File: src/rtl/uart_tx_sched.sv
// uart_tx_sched: boot-time SPBRG/TXSTA configurator plus round-robin TXREG
// scheduler for two byte requesters (A, B), paced on the UART's TXIF.
// Ports: clk, rst (async, active-low); a_valid/a_data/a_ready and
// b_valid/b_data/b_ready requester handshakes; uart_txif, uart_trmt from
// the UART; uart_reg_data plus SPBRG/TXSTA/TXREG write strobes to the UART;
// sched_idle status; last_grant (0 = A, 1 = B).
// Optional feature macro: UART_TX_SCHED_NINEBIT_EN (9-bit data, TX9D load).
module uart_tx_sched #(
    parameter logic [7:0] BAUD_DIV = 8'd25,
    parameter logic       BRGH     = 1'b1,
`ifdef UART_TX_SCHED_NINEBIT_EN
    localparam int        DW       = 9,
    localparam logic      TX9      = 1'b1
`else
    localparam int        DW       = 8,
    localparam logic      TX9      = 1'b0
`endif
) (
    input  logic          clk,
    input  logic          rst,
    input  logic          a_valid,
    input  logic [DW-1:0] a_data,
    output logic          a_ready,
    input  logic          b_valid,
    input  logic [DW-1:0] b_data,
    output logic          b_ready,
    input  logic          uart_txif,
    input  logic          uart_trmt,
    output logic [7:0]    uart_reg_data,
    output logic          uart_spbrg_wr_en,
    output logic          uart_txsta_wr_en,
    output logic          uart_txreg_wr_en,
    output logic          sched_idle,
    output logic          last_grant
);

    typedef enum logic [2:0] {
        CFG_BRG,
        CFG_STA,
        ARB,
        STA9,
        WR,
        DRAIN
    } state_t;

    state_t        state, state_n;
    logic [1:0]    cnt, cnt_n;
    logic [DW-1:0] byte_q, byte_n;
    logic          grant_n;
    logic          win_b;
    logic [7:0]    reg_data_n;
    logic          spbrg_n, txsta_n, txreg_n;
    logic          a_ready_n, b_ready_n;

    // TXSTA image: CSRC=0, TX9, TXEN=1, SYNC=0, -, BRGH, TRMT(ro)=0, TX9D
    function automatic logic [7:0] sta_byte(input logic tx9d);
        return {1'b0, TX9, 1'b1, 1'b0, 1'b0, BRGH, 1'b0, tx9d};
    endfunction

    assign sched_idle = (state == ARB) && !a_valid && !b_valid
                        && uart_txif && uart_trmt;

    always_comb begin
        state_n    = state;
        cnt_n      = cnt;
        byte_n     = byte_q;
        grant_n    = last_grant;
        reg_data_n = uart_reg_data;
        spbrg_n    = 1'b0;
        txsta_n    = 1'b0;
        txreg_n    = 1'b0;
        a_ready_n  = 1'b0;
        b_ready_n  = 1'b0;
        // On a tie the requester not served last wins
        win_b      = (a_valid && b_valid) ? !last_grant : b_valid;
        unique case (state)
            CFG_BRG: begin
                spbrg_n    = 1'b1;
                reg_data_n = BAUD_DIV;
                state_n    = CFG_STA;
            end
            CFG_STA: begin
                txsta_n    = 1'b1;
                reg_data_n = sta_byte(1'b0);
                state_n    = ARB;
            end
            ARB: begin
                if (uart_txif && (a_valid || b_valid)) begin
                    grant_n = win_b;
                    byte_n  = win_b ? b_data : a_data;
`ifdef UART_TX_SCHED_NINEBIT_EN
                    state_n = STA9;
`else
                    state_n = WR;
`endif
                end
            end
`ifdef UART_TX_SCHED_NINEBIT_EN
            STA9: begin
                txsta_n    = 1'b1;
                reg_data_n = sta_byte(byte_q[8]);
                state_n    = WR;
            end
`endif
            WR: begin
                txreg_n    = 1'b1;
                reg_data_n = byte_q[7:0];
                a_ready_n  = !last_grant;
                b_ready_n  = last_grant;
                cnt_n      = 2'd2;
                state_n    = DRAIN;
            end
            DRAIN: begin
                if (cnt != 2'd0)
                    cnt_n = cnt - 2'd1;
                // TXIF is only trusted once the blank has run out
                if (cnt_n == 2'd0 && uart_txif)
                    state_n = ARB;
            end
            default: state_n = CFG_BRG;
        endcase
    end

    always_ff @(posedge clk or negedge rst) begin
        if (!rst) begin
            state            <= CFG_BRG;
            cnt              <= 2'd0;
            byte_q           <= '0;
            last_grant       <= 1'b1;
            uart_reg_data    <= 8'h00;
            uart_spbrg_wr_en <= 1'b0;
            uart_txsta_wr_en <= 1'b0;
            uart_txreg_wr_en <= 1'b0;
            a_ready          <= 1'b0;
            b_ready          <= 1'b0;
        end else begin
            state            <= state_n;
            cnt              <= cnt_n;
            byte_q           <= byte_n;
            last_grant       <= grant_n;
            uart_reg_data    <= reg_data_n;
            uart_spbrg_wr_en <= spbrg_n;
            uart_txsta_wr_en <= txsta_n;
            uart_txreg_wr_en <= txreg_n;
            a_ready          <= a_ready_n;
            b_ready          <= b_ready_n;
        end
    end

endmodule

File: config.mk
export PLATFORM = sky130hd
export DESIGN_NAME = uart_tx_sched
export DESIGN_NICKNAME = d
export VERILOG_FILES = /design/src/rtl/uart_tx_sched.sv
export SDC_FILE = /design/constraint.sdc
export NUM_CORES = 1
export LEC_CHECK = 0
export BUFFER_PORTS_ARGS = -buffer_cell sky130_fd_sc_hd__clkbuf_2
export CORE_MARGIN = 2
export CORE_UTILIZATION = 50
export CTS_BUF_LIST = sky130_fd_sc_hd__clkbuf_8
export DETAILED_ROUTE_END_ITERATION = 7
export PLACE_DENSITY = 0.88
export SLEW_MARGIN = 20
export SYNTH_ARGS = -nofsm -noshare
export SYNTH_HDL_FRONTEND = slang
export SYNTH_SLANG_ARGS = --single-unit
export TNS_END_PERCENT = 100
File: constraint.sdc
create_clock -name clk -period 1.65 [get_ports clk]
set_clock_uncertainty 0.15 [all_clocks]
set_input_delay 0.165 -clock clk [delete_from_list [all_inputs] [get_ports clk]]
set_output_delay 0.165 -clock clk [all_outputs]
set_load 0.01 [all_outputs]
# --- After elaboration in Yosys (flattened, before gate mapping) ---
# Cells that the tools add are included.
op_classes:
  eq_ne: 6
  add_sub_neg: 1
  reduce_logical: 18
  muxes: 14
op_table:
  columns: ["cell", "count"]
  rows:
  - ["$pmux W8 S3", 1]
  - ["$pmux W3 S5", 1]
  - ["$mux W8", 1]
  - ["$logic_and A1 B1 Y1", 7]
  - ["$eq A3 B3 Y1 const B", 2]
  - ["$mux W1", 6]
  - ["$mux W3", 2]
  - ["$mux W2", 2]
  - ["$pmux W2 S2", 1]
  - ["$reduce_and A2 Y1", 2]
  - ["$reduce_bool A2 Y1", 2]
  - ["$eq A3 B1 Y1 const B", 1]
  - ["$eq A3 B2 Y1 const B", 1]
  - ["$logic_not A1 Y1", 3]
  - ["$logic_not A3 Y1", 1]
  - ["$reduce_bool A3 Y1", 1]
  - ["$logic_not A2 Y1", 1]
  - ["$ne A2 B1 Y1 const B", 1]
  - ["$ne A2 B2 Y1 const B", 1]
  - ["$sub A2 B1 Y2 const B", 1]
  - ["$logic_or A1 B1 Y1", 1]
totals:
  reg_bits: 27
  output_inout_bits: 15
  wordCells: 49

# --- Depth between registers and ports, before layout ---
depth:
  word_depth: 7
  ltp_mapped: 4
  mapped_depth_nobuf: 4

# --- Least setup slack after synthesis ---
# No wires, ideal clock.
synth_path:
  path_type: "reg2reg"
  from: "register last_grant"
  to: "register byte_q[0]"
  arrival_time_ns: 1.135
  path_slack_ns: 0.236
  path_stages_with_launch: 5
  path_buffers: 1
  synth_period_minus_slack_ns: 1.414
  path_cell_list: "dfstp_2 nor2b_1 buf_1 o32ai_1 a2bb2oi_2"
synth_between:
  elab_chain_len: 3
synth_lines:
  columns: ["element", "line", "text"]
  rows:
  - ["from (decl)", "34", "output logic last_grant"]
  - ["from (signal assigned)", "140", "last_grant <= grant_n;"]
  - ["$logic_not A1 Y1", "75", "win_b = (a_valid && b_valid) ? !last_grant : b_valid;"]
  - ["$mux W1", "75", null]
  - ["$mux W8", "90", "byte_n = win_b ? b_data : a_data;"]
  - ["to (signal assigned)", "139", "byte_q <= byte_n;"]
  - ["to (decl)", "48", "logic [DW-1:0] byte_q, byte_n;"]
# Every way passes these cells.
# A chain may end at the register's enable or synchronous reset.

# --- Final worst setup path ---
layout_path:
  from: "register state[2]"
  to: "output port sched_idle"
layout_between:
  elab_chain_len: 5
layout_lines:
  columns: ["element", "line", "text"]
  rows:
  - ["from (decl)", "46", "state_t state, state_n;"]
  - ["from (signal assigned)", "137", "state <= state_n;"]
  - ["$eq A3 B2 Y1", "60", "assign sched_idle = (state == ARB) && !a_valid && !b_valid"]
  - ["$logic_and A1 B1 Y1 (2 in a row)", "60", null]
  - ["$logic_and A1 B1 Y1 (2 in a row)", "61", "&& uart_txif && uart_trmt;"]
  - ["to (decl)", "33", "output logic sched_idle,"]
# Every way passes these cells.

==> impl_metrics.xml <==
<?xml version="1.0" encoding="UTF-8"?>
<metrics>
  <group name="global_routing">
    <metric name="number_of_global_route_vias_before_repair" unit="">896</metric>
    <metric name="grt_first_pass_wirelength" unit="um">3820</metric>
    <metric name="track_usage" unit="%">18.2</metric>
    <metric name="grt_overflow_total" unit="">0</metric>
    <metric name="grt_antenna_before_repair" unit="">0</metric>
    <metric name="grt_max_degree" unit="">28</metric>
  </group>
  <group name="pwr">
    <metric name="internal_power" unit="mW">1.74</metric>
    <metric name="power.switching" unit="mW">0.930</metric>
    <metric name="clock_power_share" unit="%">13.4</metric>
    <metric name="cellLeakagePower" unit="nW">0.745</metric>
    <metric name="power_per_cell_area" unit="nW/um^2">1750</metric>
    <metric name="net_sw_share" unit="%">34.8</metric>
    <metric name="power.share.sequential" unit="%">44.0</metric>
    <metric name="power.ir.vdd_worst" unit="uV">1050</metric>
    <metric name="combPwrFrac" unit="%">42.6</metric>
  </group>
  <group name="floorplan">
    <metric name="die_w" unit="um">53.5</metric>
    <metric name="number_of_i_o_pins" unit="">37</metric>
    <metric name="fp.dieArea" unit="sq um">2860</metric>
    <metric name="core" unit="sq um">2250</metric>
    <metric name="row_count" unit="">17</metric>
    <metric name="floorplan.initialDensity" unit="%">54.3</metric>
    <metric name="chipHeight" unit="um">53.5</metric>
  </group>
  <group name="drt">
    <metric name="avgRoutedWirePerCell" unit="um">13.4</metric>
    <metric name="wire_length_reported_by_the_detailed_router" unit="um">2290</metric>
    <metric name="route.antenna.remaining_nets" unit="">0</metric>
    <metric name="via_per_inst" unit="">5.49</metric>
    <metric name="detailedRoute.firstIterationViolations" unit="">21</metric>
    <metric name="firstDrtPassIters" unit="">4</metric>
    <metric name="route.vias.total" unit="">938</metric>
    <metric name="post-route-drc-count" unit="">0</metric>
  </group>
  <group name="logic_synthesis">
    <metric name="syn_nets" unit="">124</metric>
    <metric name="yosys-mux-area-fraction" unit="%">0</metric>
    <metric name="yosys.area_share.adder" unit="%">0</metric>
    <metric name="yosys_warnings" unit="">0</metric>
    <metric name="synth_top_family_by_area" unit="">compound AO/OA/AOI/OAI gates</metric>
    <metric name="synth-edff-count" unit="">0</metric>
    <metric name="yosysSeqAreaShare" unit="%">55.3</metric>
    <metric name="synth_simple_gate_area_share" unit="%">11.5</metric>
    <metric name="netlist_instances" unit="">102</metric>
    <metric name="synth.ff_latch_count" unit="">27</metric>
    <metric name="synth_compound_area_share" unit="%">29.4</metric>
    <metric name="syn-mean-instance-area" unit="sq um">12.0</metric>
    <metric name="asyncSetResetFlopFracSynth" unit="%">100</metric>
    <metric name="synth_xor_area_share" unit="%">0</metric>
    <metric name="yosys.cell_types.count" unit="">28</metric>
    <metric name="synth_area" unit="sq um">1220</metric>
    <metric name="synth_top_flop_cell" unit="">sky130_fd_sc_hd__dfrtp_1</metric>
  </group>
  <group name="timing">
    <metric name="setup_slack" unit="ns">0.0608</metric>
    <metric name="worst_hold_slack" unit="ns">0.0607</metric>
    <metric name="achievable-frequency" unit="GHz">0.629</metric>
    <metric name="maxSlewViolCount" unit="">0</metric>
    <metric name="total_neg_setup_slack" unit="ns">0</metric>
    <metric name="timing.final.crit_share" unit="%">96.3</metric>
    <metric name="min_period" unit="ns">1.59</metric>
    <metric name="worst_slew_margin_relative_to_its_limit" unit="%">57.8</metric>
    <metric name="worst_pin_slew" unit="ns">0.633</metric>
    <metric name="final-hold-violation-count" unit="">0</metric>
    <metric name="unrepaired_setup_endpoints_after_global_routing" unit="">false</metric>
    <metric name="setup_viol" unit="">0</metric>
  </group>
  <group name="run">
    <metric name="max-cap-violations" unit="">0</metric>
  </group>
  <group name="finish">
    <metric name="fillers" unit="">174</metric>
    <metric name="final_design_area_no_fill" unit="sq um">1530</metric>
    <metric name="drive_above_1_share" unit="%">42.0</metric>
    <metric name="multi_input_area" unit="sq um">509</metric>
    <metric name="postLayoutCoreUtil" unit="%">67.7</metric>
    <metric name="synth_to_layout_area_growth" unit="%">24.6</metric>
    <metric name="final_layout_net_count" unit="">166</metric>
    <metric name="antenna_cells_inserted" unit="">0</metric>
    <metric name="ff_latch_area" unit="sq um">677</metric>
  </group>
  <group name="worst_setup_path">
    <metric name="worstSetupEndpointType" unit="">output pin</metric>
    <metric name="critical_path.cell_chain" unit="">and4bb_2 -&gt; and3_4 -&gt; buf_6</metric>
    <metric name="worstSetupStartpointType" unit="">register</metric>
    <metric name="slowest_delay" unit="ns">0.38</metric>
    <metric name="path_max_fanout" unit="">5</metric>
    <metric name="setup.worst_path.class" unit="">reg2out</metric>
    <metric name="worst_ep_arrival_time" unit="ns">1.27</metric>
    <metric name="crit_required" unit="ns">1.33</metric>
    <metric name="timing.critical_path.slowest_stage_cell" unit="">sky130_fd_sc_hd__dfrtp_1</metric>
  </group>
  <group name="clock_network">
    <metric name="tritoncts" unit="">built</metric>
    <metric name="clkSlewWorstSetupHoldPaths" unit="ns">0.09</metric>
    <metric name="clk_root_buffer_cell" unit="">sky130_fd_sc_hd__clkbuf_8</metric>
    <metric name="number_of_clock_buffers_inserted_by_tritoncts" unit="">3</metric>
    <metric name="cts_buffer_depth" unit="">2</metric>
    <metric name="max_h_tree_level" unit="">1</metric>
    <metric name="clk_lat_worst_skew" unit="ns">0.26</metric>
    <metric name="clock-sinks" unit="">27</metric>
  </group>
  <group name="run_status">
    <metric name="outcome" unit="">completed</metric>
  </group>
  <group name="placement">
    <metric name="post_dp_cell_area" unit="sq um">1440</metric>
    <metric name="placement.io_buffers" unit="">36</metric>
    <metric name="dp_slack" unit="ns">0.154</metric>
    <metric name="place_congestion" unit="">0.763</metric>
    <metric name="place_hpwl" unit="um">1720</metric>
  </group>
  <group name="min_path">
    <metric name="min_path_type" unit="">in2reg</metric>
  </group>
</metrics>
[kinds of logic (layout without fill, tap and decap cells)]
group	after synthesis	count (layout)
AND/OR/NAND/NOR	26	26
flip-flops	27	27
AO/OA/AOI/OAI	40	40
buffers and inverters	9	50
[critical path: cells and delay by family (launching register included)]
| kind | cells | cell delay, ns |
|---|---|---|
| buffers and inverters | 1 | 0.10 |
| AND/OR/NAND/NOR | 2 | 0.53 |
| flip-flops | 1 | 0.38 |
[power groups by stage]
stage	Clock [mW]	Sequential [mW]	Combinational, mW
4_1_cts	0.367	1.18	1.13
6_report	0.357	1.18	1.14
2_1_floorplan	0	1.22	0.717
3_5_place_dp	0	1.19	1.12
3_3_place_gp	0	1.17	1.08
5_1_grt	0.392	1.21	1.26
[per-stage QoR]
stage | std cells | power (mW)
finish | 171 | 2.67
global placement | 164 | 2.25
global route | 171 | 2.87
floorplan | 102 | 1.94
CTS | 170 | 2.67
detailed placement | 164 | 2.31
[final timing paths]
path | slack, ns | endpoint | cells after the start | from
max in group asynchronous | 0.64 | uart_reg_data[7]$_DFFE_PN0P_ | 2 | rst
min reg2reg | 0.36 | uart_reg_data[3]$_DFFE_PN0P_ | 1 | uart_reg_data[3]$_DFFE_PN0P_
max reg2reg | 0.17 | byte_q[4]$_DFFE_PN0P_ | 3 | state[2]$_DFFE_PN0P_
min | 0.06 | last_grant$_DFFE_PN1P_ | 3 | b_valid
max | 0.06 | sched_idle | 3 | state[2]$_DFFE_PN0P_
min in group asynchronous | 0.30 | b_ready$_DFF_PN0_ | 2 | rst
[cells in the mapped netlist, drive strengths merged, types with 2 or more instances]
library cell  count  area, sq um
a21o              3         22.5
a21oi             5         25.0
a22o              9         78.8
a2bb2oi           8          120
buf               5         31.3
clkbuf            2         7.51
dfrtp            26          651
inv               2         7.51
nand2             5         18.8
nand2b            6         37.5
nor2              6         22.5
nor3              2         10.0
o21ai             4         20.0
o32ai             8         70.1
[repair_timing]
action | in CTS | in global routing
endpoints found under the setup margin | 0 | 1
setup buffers | 0 | 1
resized for setup | 0 | 5
hold buffers | 2 | 0
endpoints found under the hold margin | 27 | 0
[state kept, by name, indices dropped and copies added, names as in the netlist]
register and count:
last_grant 1, uart_txsta_wr_en 1, uart_reg_data 8, cnt 2
b_ready 1, byte_q 8, uart_txreg_wr_en 1, state 3
a_ready 1, uart_spbrg_wr_en 1
[per-layer routing]
layer	GRT usage [%]	routed length (um)	vias up	part of all wire (%)
li1	-	-	469	-
met1	24.3	1020	436	45
met2	30.0	1130	31	50
met3	1.13	107	2	4.7
met4	8.55	27	0	1.2
met5	0	0	-	0
[layout by cell type, fill, tap and decap left out, types with 2 or more instances in the layout]
cell type	instances
sky130_fd_sc_hd__clkbuf_2	35
sky130_fd_sc_hd__dfrtp_1	26
sky130_fd_sc_hd__a22o_1	9
sky130_fd_sc_hd__o32ai_1	8
sky130_fd_sc_hd__a2bb2oi_2	8
sky130_fd_sc_hd__nand2b_1	6
sky130_fd_sc_hd__buf_4	6
sky130_fd_sc_hd__nor2_1	5
sky130_fd_sc_hd__nand2_1	5
sky130_fd_sc_hd__a21oi_1	5
sky130_fd_sc_hd__o21ai_0	4
sky130_fd_sc_hd__a21o_1	3
sky130_fd_sc_hd__clkbuf_8	3
sky130_fd_sc_hd__inv_1	2
sky130_fd_sc_hd__nor3_1	2
sky130_fd_sc_hd__dlygate4sd3_1	2
[area by class of cell]
cell class | instances | area share [%]
Clock buffer | 3 | 2.70
Clock inverter | 1 | 0.328
Inverter | 2 | 0.492
Multi-Input combinational cell | 66 | 33.4
Sequential cell | 27 | 44.3
Tap cell | 28 | 2.30
Timing Repair Buffer | 44 | 16.5
Note: power is estimated with default switching activity, not from simulation.
